===== src/rtl/iq_pkg.sv =====
// Shared constants for the unified issue queue: FU classes, sizing and
// broadcast-port ordering.
package iq_pkg;

   localparam int IQ_DEPTH  = 16;
   localparam int PRF_WIDTH = 6;

   localparam logic [1:0] FU_ALU = 2'd0;
   localparam logic [1:0] FU_MUL = 2'd1;
   localparam logic [1:0] FU_LS  = 2'd2;

   // Broadcast and grant port order: alu0, alu1, mul, ls.
   localparam int BC_ALU0 = 0;
   localparam int BC_ALU1 = 1;
   localparam int BC_MUL  = 2;
   localparam int BC_LS   = 3;
   localparam int BC_NUM  = 4;

endpackage


===== src/rtl/iq_free_finder.sv =====
// Lowest-index free slot finder: priority encoder over the inverted valid
// vector, with a flag that is low only when every entry is occupied.
module iq_free_finder #(
   parameter int DEPTH = 16,
   parameter int IDX_W = 4
) (
   input  logic [DEPTH-1:0] valid,
   output logic [IDX_W-1:0] idx,
   output logic             found
);

   always_comb begin
      idx   = '0;
      found = 1'b0;
      // Scan downward so the lowest free index is the last one written.
      for (int i = DEPTH - 1; i >= 0; i--) begin
         if (!valid[i]) begin
            idx   = IDX_W'(i);
            found = 1'b1;
         end
      end
   end

endmodule


===== src/rtl/iq_entry_array.sv =====
// Issue-queue entry storage: allocates one dispatched uop per cycle, tracks
// per-source readiness, and deallocates on up to four issue grants.
module iq_entry_array
   import iq_pkg::*;
#(
   parameter int DEPTH      = iq_pkg::IQ_DEPTH,
   parameter int PRF_WIDTH  = iq_pkg::PRF_WIDTH,
   parameter int ADDR_WIDTH = 5
) (
   input  logic                          clk,
   input  logic                          rst_n,
   input  logic                          flush,
   input  logic                          disp_vld,
   input  logic [PRF_WIDTH-1:0]          disp_prd,
   input  logic [PRF_WIDTH-1:0]          disp_prs1,
   input  logic [PRF_WIDTH-1:0]          disp_prs2,
   input  logic                          disp_prs1_rdy,
   input  logic                          disp_prs2_rdy,
   input  logic [1:0]                    disp_fu,
   output logic                          disp_rdy,
   input  logic [3:0]                    bcast_vld,
   input  logic [4*PRF_WIDTH-1:0]        bcast_tag,
   input  logic [DEPTH-1:0]              prs1_wake,
   input  logic [DEPTH-1:0]              prs2_wake,
   input  logic                          grant_alu0,
   input  logic                          grant_alu1,
   input  logic                          grant_mul,
   input  logic                          grant_ls,
   input  logic [ADDR_WIDTH-1:0]         addr_alu0,
   input  logic [ADDR_WIDTH-1:0]         addr_alu1,
   input  logic [ADDR_WIDTH-1:0]         addr_mul,
   input  logic [ADDR_WIDTH-1:0]         addr_ls,
   output logic [DEPTH*PRF_WIDTH-1:0]    ciq_prd,
   output logic [DEPTH*PRF_WIDTH-1:0]    ciq_prs1,
   output logic [DEPTH*PRF_WIDTH-1:0]    ciq_prs2,
   output logic [DEPTH-1:0]              req_alu,
   output logic [DEPTH-1:0]              req_mul,
   output logic [DEPTH-1:0]              req_ls,
   output logic [ADDR_WIDTH-1:0]         count,
   output logic                          full
);

   localparam int IDX_W = $clog2(DEPTH);

   logic [DEPTH-1:0]      valid_q, rdy1_q, rdy2_q;
   logic [1:0]            fu_q   [DEPTH];
   logic [PRF_WIDTH-1:0]  prd_q  [DEPTH];
   logic [PRF_WIDTH-1:0]  prs1_q [DEPTH];
   logic [PRF_WIDTH-1:0]  prs2_q [DEPTH];
   logic [ADDR_WIDTH-1:0] count_q;

   logic [IDX_W-1:0]      free_idx;
   logic                  free_found;
   logic                  alloc;
   logic [DEPTH-1:0]      alloc_mask;
   logic                  rdy1_in, rdy2_in;
   logic [3:0]            gnt_v;
   logic [ADDR_WIDTH-1:0] gnt_a [BC_NUM];
   logic [DEPTH-1:0]      dealloc;
   logic [ADDR_WIDTH-1:0] n_dealloc;
   logic [ADDR_WIDTH-1:0] count_next;

   iq_free_finder #(
      .DEPTH (DEPTH),
      .IDX_W (IDX_W)
   ) u_free_finder (
      .valid (valid_q),
      .idx   (free_idx),
      .found (free_found)
   );

   assign full     = (count_q == ADDR_WIDTH'(DEPTH));
   assign disp_rdy = ~full;
   assign count    = count_q;
   assign alloc    = disp_vld & ~full & free_found;

   always_comb begin
      alloc_mask = '0;
      if (alloc) alloc_mask[free_idx] = 1'b1;
   end

   // Same-cycle broadcast bypass so a dispatching uop never misses a wake-up.
   always_comb begin
      rdy1_in = disp_prs1_rdy | (disp_prs1 == '0);
      rdy2_in = disp_prs2_rdy | (disp_prs2 == '0);
      for (int k = 0; k < BC_NUM; k++) begin
         if (bcast_vld[k] && (bcast_tag[k*PRF_WIDTH +: PRF_WIDTH] == disp_prs1)) rdy1_in = 1'b1;
         if (bcast_vld[k] && (bcast_tag[k*PRF_WIDTH +: PRF_WIDTH] == disp_prs2)) rdy2_in = 1'b1;
      end
   end

   assign gnt_v = {grant_ls, grant_mul, grant_alu1, grant_alu0};

   always_comb begin
      gnt_a[BC_ALU0] = addr_alu0;
      gnt_a[BC_ALU1] = addr_alu1;
      gnt_a[BC_MUL]  = addr_mul;
      gnt_a[BC_LS]   = addr_ls;
   end

   // Out-of-range addresses are dropped; duplicates collapse onto one bit.
   always_comb begin
      dealloc = '0;
      for (int k = 0; k < BC_NUM; k++) begin
         if (gnt_v[k] && (gnt_a[k][ADDR_WIDTH-1:IDX_W] == '0))
            dealloc[gnt_a[k][IDX_W-1:0]] = 1'b1;
      end
      dealloc = dealloc & valid_q;
   end

   always_comb begin
      n_dealloc = '0;
      for (int i = 0; i < DEPTH; i++) n_dealloc = n_dealloc + ADDR_WIDTH'(dealloc[i]);
      count_next = count_q + ADDR_WIDTH'(alloc) - n_dealloc;
   end

   always_ff @(posedge clk or negedge rst_n) begin
      if (!rst_n) begin
         valid_q <= '0;
         rdy1_q  <= '0;
         rdy2_q  <= '0;
         count_q <= '0;
         for (int i = 0; i < DEPTH; i++) begin
            fu_q[i]   <= '0;
            prd_q[i]  <= '0;
            prs1_q[i] <= '0;
            prs2_q[i] <= '0;
         end
      end else if (flush) begin
         valid_q <= '0;
         count_q <= '0;
      end else begin
         valid_q <= (valid_q & ~dealloc) | alloc_mask;
         rdy1_q  <= ((rdy1_q | (prs1_wake & valid_q)) & ~dealloc & ~alloc_mask)
                    | (alloc_mask & {DEPTH{rdy1_in}});
         rdy2_q  <= ((rdy2_q | (prs2_wake & valid_q)) & ~dealloc & ~alloc_mask)
                    | (alloc_mask & {DEPTH{rdy2_in}});
         count_q <= count_next;
         if (alloc) begin
            fu_q[free_idx]   <= disp_fu;
            prd_q[free_idx]  <= disp_prd;
            prs1_q[free_idx] <= disp_prs1;
            prs2_q[free_idx] <= disp_prs2;
         end
      end
   end

   always_comb begin
      for (int i = 0; i < DEPTH; i++) begin
         ciq_prd [i*PRF_WIDTH +: PRF_WIDTH] = prd_q[i];
         ciq_prs1[i*PRF_WIDTH +: PRF_WIDTH] = prs1_q[i];
         ciq_prs2[i*PRF_WIDTH +: PRF_WIDTH] = prs2_q[i];
         req_alu[i] = valid_q[i] & rdy1_q[i] & rdy2_q[i] & (fu_q[i] == FU_ALU);
         req_mul[i] = valid_q[i] & rdy1_q[i] & rdy2_q[i] & (fu_q[i] == FU_MUL);
         req_ls[i]  = valid_q[i] & rdy1_q[i] & rdy2_q[i] & (fu_q[i] == FU_LS);
      end
   end

endmodule


===== config.mk =====
export PLATFORM = sky130hd
export DESIGN_NAME = iq_entry_array
export DESIGN_NICKNAME = d
export VERILOG_FILES = /design/src/rtl/iq_pkg.sv /design/src/rtl/iq_free_finder.sv /design/src/rtl/iq_entry_array.sv
export SDC_FILE = /design/constraint.sdc
export NUM_CORES = 1
export LEC_CHECK = 0
export ABC_CLOCK_PERIOD_IN_PS = 6210
export CAP_MARGIN = 10
export CORE_AREA = 2 2 273 221
export CTS_CLUSTER_DIAMETER = 30
export DETAILED_ROUTE_END_ITERATION = 8
export DIE_AREA = 0 0 275 223
export MAX_ROUTING_LAYER = met4
export PLACE_DENSITY_LB_ADDON = 0.2
export SYNTH_ARGS = -nofsm -noshare
export SYNTH_HDL_FRONTEND = slang
export SYNTH_SLANG_ARGS = --single-unit

===== constraint.sdc =====
create_clock -name clk -period 6.21 [get_ports clk]
set_clock_uncertainty 0.2 [all_clocks]
set_input_delay 1.863 -clock clk [delete_from_list [all_inputs] [get_ports clk]]
set_output_delay 1.863 -clock clk [all_outputs]
set_load 0.02 [all_outputs]

==> key figures, run 1 <==
Critical path
  • Worst-path cell chain: clkbuf_4, or4bb_4, o32ai_4, nor2_2, nand2b_4, inv_2, fa_2, ha_4, inv_2, fa_1, inv_2, fa_2, fa_1, inv_2, ha_4, ha_4, inv_2, fa_2, xor2_1, xnor2_1, xnor2_1, nor2_1
  • Critical path's slowest cell: or4bb_4
  • FF-to-FF path depth: 20
  • RR Startpoint: valid_q[3]
  • Crit-path max FO: 4
  • Kind of critical path: input port to flip-flop
  • CP arrival: ~6.4 ns
  • Crit. End Element: flip-flop
  • Most common cell on crit path: inv_2
  • Worst R2R Setup Slack: around 1.3 ns
  • Worst EP required: ~6.5 ns
  • Startpoint types: input port
  • FF-to-FF End: count[4]
  • Largest stage delay, worst path: around 0.6 ns

Route
  • Avg WL per Cell: around 23 um
  • Starting DRC count in detailed routing: approximately 850
  • Vias/cell: 4.88
  • WL final: ~65000 um
  • Vias: between 10000 and 15000
  • Iteration count of the initial detailed-routing pass: 5
  • Number of remaining DRC errors: 0
  • Routed Antenna Nets: 0

Cells and area
  • Design area: 0.0269 mm^2
  • Syn-to-layout area delta: 54.7%
  • Multi-input gate area: 0.00801 mm^2
  • Nets: between 2000 and 2500
  • Share of post-route cells with drive strength above 1: 0.353
  • Sequential Area: around 0.0093 mm^2
  • Fillers: between 5000 and 6000

Pwr
  • Peak VDD IR: around 0.28 mV
  • Pwr/cell area: 338 mW/mm^2
  • Leakage: 12.0 nW
  • Power Total: between 0.009 and 0.01 W

Timing
  • Final hold viol count: 0
  • FMAX: about 160 MHz
  • Post-route minimum period: between 6 and 7 ns
  • Worst-margin pin slew: 1.15 ns
  • Worst hold slack: roughly 0.30 ns
  • Setup tns final: 0 ns
  • RSZ-0062 raised after global routing: yes
  • Final Cycle Share: 0.986
  • Final setup violation count: 0
  • Relative slew margins: 0.230
  • Slew Limit Fails: 0

Clock tree
  • Clk slew on worst S/H paths: approximately 0.05 ns
  • Root buffer cell: clkbuf_16
  • H-tree levels: 3
  • Clk Latency, worst-skew pair: ~0.6 ns
  • TritonCTS Sinks: approximately 370
  • Clock buffer depth: 3
  • CTS tree: yes
  • # hold bufs at CTS: 0
  • Num CTS Buffers: 92

Worst hold path
  • Worst hold path stage count: 1
  • Hold endpoint: ciq_prs1[38]
  • Hold crit path type: flip-flop to flip-flop
  • Hold_sp: ciq_prs1[38]

Global routing
  • Vias in the first global route: roughly 14000
  • Initial antenna violation count: 6
  • Grt total ovfl: 0
  • Largest net degree at the start of global routing: between 100 and 150
  • First-pass GRT wire length: around 94000 um
  • Total GRT Usage: 0.215

Die
  • Initial Utilization: 0.296
  • Die ar.: 0.0613 mm^2
  • Rows: 80
  • Placeable Area: between 0.05 and 0.06 mm^2
  • Top-Level Pins: between 400 and 500
  • Die Y: about 220 um
  • Die W: around 280 um

Synthesis
  • Synth Flop Type: dfrtp_1
  • Synth unique cells: 75
  • Post-Syn Area: between 0.015 and 0.02 mm^2
  • Async set-reset flop share out of synthesis: 1.00
  • Post-synthesis net count: 1493
  • Register area share after synthesis: 0.536
  • FF+latch count, synth: 373
  • Syn. warnings: 0
  • Synth Area per Inst: about 13 um^2
  • Cells after Synth: 1353
  • EDFF count, synth: 0

Placed design
  • Hpwl dp: about 46000 um
  • Placed Area: between 0.02 and 0.025 mm^2
  • Number of port buffers: between 400 and 500
  • GP Congestion: approximately 0.87

Outcome
  • Status: finished, final reports clean

Job
  • Max-cap violations: 0
Yosys cell counts (3+ instances only):
| cell | n | area (um^2) |
|---|---|---|
| or2_2 | 4 | 25.0 |
| ha_1 | 16 | 200 |
| nor4b_1 | 3 | 26.3 |
| xnor2_1 | 34 | 298 |
| and3_1 | 6 | 37.5 |
| buf_4 | 5 | 37.5 |
| a221o_1 | 4 | 40.0 |
| o211ai_1 | 21 | 158 |
| nor3b_1 | 36 | 270 |
| a32oi_1 | 3 | 26.3 |
| mux2_2 | 299 | 3370 |
| nor4_1 | 6 | 37.5 |
| a22oi_1 | 9 | 67.6 |
| nor3_1 | 23 | 115 |
| dfrtp_1 | 373 | 9330 |
| nand2_1 | 35 | 131 |
| clkbuf_1 | 46 | 173 |
| mux2_4 | 20 | 300 |
| or4bb_1 | 6 | 67.6 |
| o22ai_1 | 15 | 93.8 |
| nand2b_1 | 23 | 144 |
| o22a_1 | 3 | 26.3 |
| nand4_1 | 14 | 87.6 |
| or3_1 | 3 | 18.8 |
| o2111ai_1 | 3 | 26.3 |
| a21oi_1 | 28 | 140 |
| fa_1 | 14 | 280 |
| buf_2 | 35 | 175 |
| o21ai_0 | 14 | 70.1 |
| and3b_1 | 3 | 26.3 |
| o31ai_1 | 3 | 22.5 |
| and2_1 | 9 | 56.3 |
| mux2_1 | 3 | 33.8 |
| o32ai_1 | 5 | 43.8 |
| inv_1 | 48 | 180 |
| nor2_1 | 31 | 116 |
| nand4b_1 | 8 | 70.1 |
| a221oi_1 | 4 | 35.0 |
| xor2_1 | 19 | 166 |
| nand3_1 | 46 | 230 |
| nor2b_1 | 27 | 169 |
cell families (layout without fill, tap and decap cells):
family / after synthesis / after routing / share of synthesized area
AND/OR/NAND/NOR: 295 / 295 / 0.102
flip-flops: 373 / 373 / 0.536
buffers and inverters: 140 / 767 / 0.0365
multiplexers: 323 / 323 / 0.213
XOR/XNOR: 53 / 53 / 0.0267
AO/OA/AOI/OAI: 139 / 139 / 0.0578
other: 0 / 4 / 0
adder cells (fa/ha/maj): 30 / 30 / 0.0276
state kept, by name, summed over array words and instances (netlist names):
register  count
ciq_prd      96
ciq_prs1     96
ciq_prs2     96
count         5
fu_q         32
rdy1_q       16
rdy2_q       16
valid_q      16
worst max path at each step:
stage            startpoint  endpoint  slack, ns  cells after the start
2_1_floorplan  addr_alu0[2]  count[4]      -0.14                     21
3_3_place_gp      grant_mul  count[4]      -1.00                     22
3_5_place_dp     grant_alu1  count[4]      -1.06                     22
4_1_cts        addr_alu0[2]  count[4]      0.008                     23
5_1_grt        addr_alu0[2]  count[4]      -0.10                     23
6_report        addr_mul[3]  count[4]       0.09                     22
power by group:
part	total (W)	leakage, nW	switching, W	internal (W)
registers	0.00274	5.07	0.000116	0.00262
clock network	0.00489	1.57	0.00154	0.00335
logic	0.00146	5.38	0.000746	0.000719
total	0.00909	12.0	0.00240	0.00669
placed cells by master (no fill, tap or decap), types with 13 or more instances in the layout:
cell type / n
a21oi_1: 28
buf_2: 13
buf_4: 93
clkbuf_1: 13
clkbuf_16: 93
clkdlybuf4s50_1: 422
clkinv_2: 28
dfrtp_1: 373
inv_1: 38
mux2_2: 299
mux2_4: 20
nand2_1: 34
nand2b_1: 13
nand3_1: 44
nand4_1: 14
nor2_1: 24
nor2b_1: 23
nor3_1: 23
nor3b_1: 36
o211ai_1: 21
xnor2_1: 34
xor2_1: 19
critical path: cells and delay by family:
kind | cells | cell delay (ns)
adder cells (fa/ha/maj) | 8 | 2.39
buffers and inverters | 6 | 0.41
AND/OR/NAND/NOR | 4 | 0.89
XOR/XNOR | 3 | 0.49
AO/OA/AOI/OAI | 1 | 0.32
stage by stage:
stage / utilization / instances / worst slack [ns]
floorplan: - / 1353 / -0.144
global placement: 0.394 / 2578 / -1.00
detailed placement: 0.394 / 2578 / -1.06
CTS: 0.456 / 2753 / 0.00764
global route: 0.458 / 2763 / -0.102
finish: 0.458 / 2763 / 0.0867
area by class of cell:
cell class | count | share of cell area
antenna | 4 | 0.000372
clock buffer | 115 | 0.0928
clock inverter | 55 | 0.0267
inverter | 49 | 0.00683
multi-input combinational | 840 | 0.297
sequential | 373 | 0.347
tap | 779 | 0.0362
timing repair buffer | 548 | 0.193
layer usage:
metal / routed length (um) / share of wire / track usage / vias up
met5: 0 / 0 / - / -
li1: - / - / - / 6018
met2: 29500 / 0.45 / 0.320 / 449
met1: 28800 / 0.44 / 0.280 / 6941
met3: 5360 / 0.083 / 0.0751 / 89
met4: 1210 / 0.019 / 0.0530 / 0
repair_timing:
action / 4_1_cts / 5_1_grt
pin swaps: 36 / 34
buffers inserted: 7 / 6
hold endpoints to repair: 0 / 0
resized for setup: 140 / 48
setup endpoints to repair: 2 / 1
No activity file was read; power rests on OpenSTA's default activity.
==> run 2: changes to the inputs <==
Settings changed: CORE_AREA 2 2 273 221 to 4 4 275 223, DIE_AREA 0 0 275 223 to 0 0 279 227.
==> run 2 against run 1 <==
Effect of this change:
- non-clock buffer count is 12 lower
- utilization increased by 0.16 points
- sequential cell count stayed put
- the flow now finishes with violations (negative setup slack)
==> key figures, run 2 (same netlist as run 1, synthesis figures left out) <==
Global routing
  • Vias in the first global route: 14100 (was 14000)
  • Initial antenna violation count: 10 (was 6)
  • Largest net degree at the start of global routing: 110 (was 147)
  • Total GRT Usage: 0.207 (was 0.215)
  • Grt total ovfl: 0 (unchanged)
  • First-pass GRT wire length: 94600 um (was 94400 um)

Route
  • Starting DRC count in detailed routing: 747 (was 852)
  • WL final: 65300 um (was 64800 um)
  • Vias: 13400 (was 13500)
  • Avg WL per Cell: 23.9 um (was 23.5 um)
  • Routed Antenna Nets: 0 (unchanged)
  • Vias/cell: 4.88 (about the same)
  • Iteration count of the initial detailed-routing pass: 5 (unchanged)
  • Number of remaining DRC errors: 0 (unchanged)

Timing
  • Worst-margin pin slew: 1.20 ns (was 1.15 ns)
  • Worst setup margin: -0.0263 ns (was 0.0867 ns)
  • Worst hold slack: 0.299 ns (was 0.300 ns)
  • Slew Limit Fails: 0 (unchanged)
  • RSZ-0062 raised after global routing: yes (unchanged)
  • Relative slew margins: 0.200 (was 0.230)
  • Post-route minimum period: 6.24 ns (was 6.12 ns)
  • Final hold viol count: 0 (unchanged)
  • Final Cycle Share: 1.00 (was 0.986)
  • FMAX: 160 MHz (was 163 MHz)
  • Final setup violation count: 1 (was 0)

Clock tree
  • Clk Latency, worst-skew pair: 0.61 ns (about the same)
  • Clk slew on worst S/H paths: 0.05 ns (about the same)
  • CTS tree: yes (unchanged)
  • Num CTS Buffers: 87 (was 92)
  • H-tree levels: 3 (unchanged)
  • Clock buffer depth: 3 (unchanged)
  • # hold bufs at CTS: 0 (unchanged)
  • TritonCTS Sinks: 373 (unchanged)
  • Root buffer cell: clkbuf_16 (unchanged)

Critical path
  • FF-to-FF path depth: 19 (was 20)
  • Crit-path max FO: 4 (unchanged)
  • CP arrival: 6.47 ns (was 6.37 ns)
  • Worst EP required: 6.44 ns (was 6.46 ns)
  • Critical path destination: count[4] (unchanged)
  • RR Startpoint: valid_q[0] (was valid_q[3])
  • Worst R2R Setup Slack: 1.18 ns (was 1.28 ns)
  • Startpoint types: input port (unchanged)
  • Kind of critical path: input port to flip-flop (unchanged)
  • Crit path launch: addr_mul[4] (was addr_mul[3])
  • FF-to-FF End: count[4] (unchanged)
  • Crit. End Element: flip-flop (unchanged)

Pwr
  • Power Total: 0.00906 W (was 0.00909 W)
  • Total internal power: 0.00669 W (about the same)
  • Sw frac: 0.262 (was 0.264)
  • NetSw: 0.00237 W (was 0.00240 W)
  • Clk pwr share: 0.534 (was 0.538)
  • Sequential share of power: 0.303 (was 0.301)
  • Peak VDD IR: 0.224 mV (was 0.277 mV)
  • Leakage: 11.9 nW (was 12.0 nW)
  • Comb power frac: 0.163 (was 0.161)
  • Pwr/cell area: 339 mW/mm^2 (was 338 mW/mm^2)

Cells and area
  • Layout Utilization: 0.459 (was 0.458)
  • Nets: 2027 (was 2044)
  • Fillers: 5296 (was 5398)
  • Commonest non-fill, non-tap cells in the layout: clkdlybuf4s50_1, dfrtp_1, mux2_2, clkbuf_16, buf_4 (unchanged)
  • Commonest non-fill, non-tap cell in the layout: clkdlybuf4s50_1 (unchanged)
  • Non-filler cells, final: 2734 (was 2763)
  • Syn-to-layout area delta: 53.3% (was 54.7%)
  • Share of post-route cells with drive strength above 1: 0.340 (was 0.353)
  • Design area: 0.0267 mm^2 (was 0.0269 mm^2)

Die
  • Die Y: 227 um (was 223 um)
  • Rows: 79 (was 80)
  • Top-Level Pins: 453 (unchanged)
  • Initial Utilization: 0.299 (was 0.296)
  • Placeable Area: 0.0581 mm^2 (was 0.0589 mm^2)
  • Die W: 279 um (was 275 um)
  • Die ar.: 0.0633 mm^2 (was 0.0613 mm^2)

Placed design
  • GP Congestion: 0.856 (was 0.874)
  • Placed cell count: 2559 (was 2578)
  • Placed Area: 0.0231 mm^2 (was 0.0232 mm^2)
  • Hpwl dp: 46800 um (was 45800 um)
  • Number of port buffers: 452 (unchanged)

Job
  • Max-cap violations: 0 (unchanged)

Outcome
  • Status: complete, but fails checks (was finished, final reports clean)
  • Failing checks: negative setup slack

Worst hold path
  • Hold crit path type: flip-flop to flip-flop (unchanged)
run 2: changes by cell type in the layout (fill, tap and decap cells not counted), sizes merged:
cell,before,now
buf,116,105
diode,4,9
inv,51,53
bufinv,12,13
clkdlybuf4s15,3,1
clkinvlp,8,5
dlygate4sd2,1,5
clkinv,33,18
run 2: per-stage QoR:
stage | setup TNS (ns) | worst slack, ns
CTS | 0 | 0.0000355
floorplan | -0.144 | -0.144
global placement | -2.46 | -0.995
finish | -0.0263 | -0.0263
detailed placement | -2.63 | -1.11
global route | -0.186 | -0.186
run 2: worst min path at each step:
stage | startpoint | endpoint | slack, ns | cells after the start
floorplan | rdy1_q[10] | rdy1_q[10] | 0.28 | 1
global placement | ciq_prs1[53] | ciq_prs1[53] | 0.29 | 1
detailed placement | ciq_prs1[64] | ciq_prs1[64] | 0.29 | 1
CTS | ciq_prs1[64] | ciq_prs1[64] | 0.30 | 1
global route | ciq_prd[6] | ciq_prd[6] | 0.31 | 1
finish | ciq_prs1[53] | ciq_prs1[53] | 0.30 | 1
run 2: power groups by stage:
| stage | clock [W] | combinational [W] | sequential, W |
|---|---|---|---|
| 3_3_place_gp | 0 | 0.00139 | 0.00277 |
| 2_1_floorplan | 0 | 0.000551 | 0.00294 |
| 5_1_grt | 0.00506 | 0.00158 | 0.00277 |
| 6_report | 0.00484 | 0.00147 | 0.00275 |
| 4_1_cts | 0.00492 | 0.00146 | 0.00275 |
| 3_5_place_dp | 0 | 0.00140 | 0.00278 |
run 2: timing repair:
item | CTS | global route
hold endpoints to repair | 0 | 0
pin swaps | 33 | 22
setup endpoints to repair | 2 | 1
buffers inserted | 4 | 5
resized for setup | 136 | 27
run 2: layout make-up:
| cell class | instances | area, um^2 | area share |
|---|---|---|---|
| Multi-Input combinational cell | 840 | 7900 | 0.296 |
| Inverter | 49 | 184 | 0.00689 |
| Timing Repair Buffer | 536 | 5100 | 0.191 |
| Antenna cell | 9 | 22.5 | 0.000844 |
| Clock inverter | 40 | 701 | 0.0263 |
| Sequential cell | 373 | 9330 | 0.350 |
| Tap cell | 769 | 962 | 0.0361 |
| Clock buffer | 118 | 2470 | 0.0927 |
run 2: critical path, cell delays in order:
cell      delay [ns]
buf_6           0.11
or4bb_4         0.57
o32ai_2         0.27
buf_4           0.16
nor2_2          0.04
nand2b_4        0.15
inv_2           0.07
fa_2            0.22
ha_4            0.20
inv_2           0.05
fa_1            0.42
inv_2           0.07
fa_2            0.44
fa_1            0.49
inv_1           0.07
ha_2            0.18
ha_4            0.12
inv_2           0.03
fa_2            0.35
xor2_2          0.19
xnor2_1         0.17
xnor2_1         0.15
nor2_1          0.07
run 2: per-layer routing:
| metal | vias up | GRT usage | part of all wire |
|---|---|---|---|
| li1 | 5970 | - | - |
| met1 | 6853 | 0.274 | 0.46 |
| met2 | 443 | 0.305 | 0.44 |
| met3 | 89 | 0.0725 | 0.081 |
| met4 | 0 | 0.0523 | 0.019 |
| met5 | - | - | 0 |
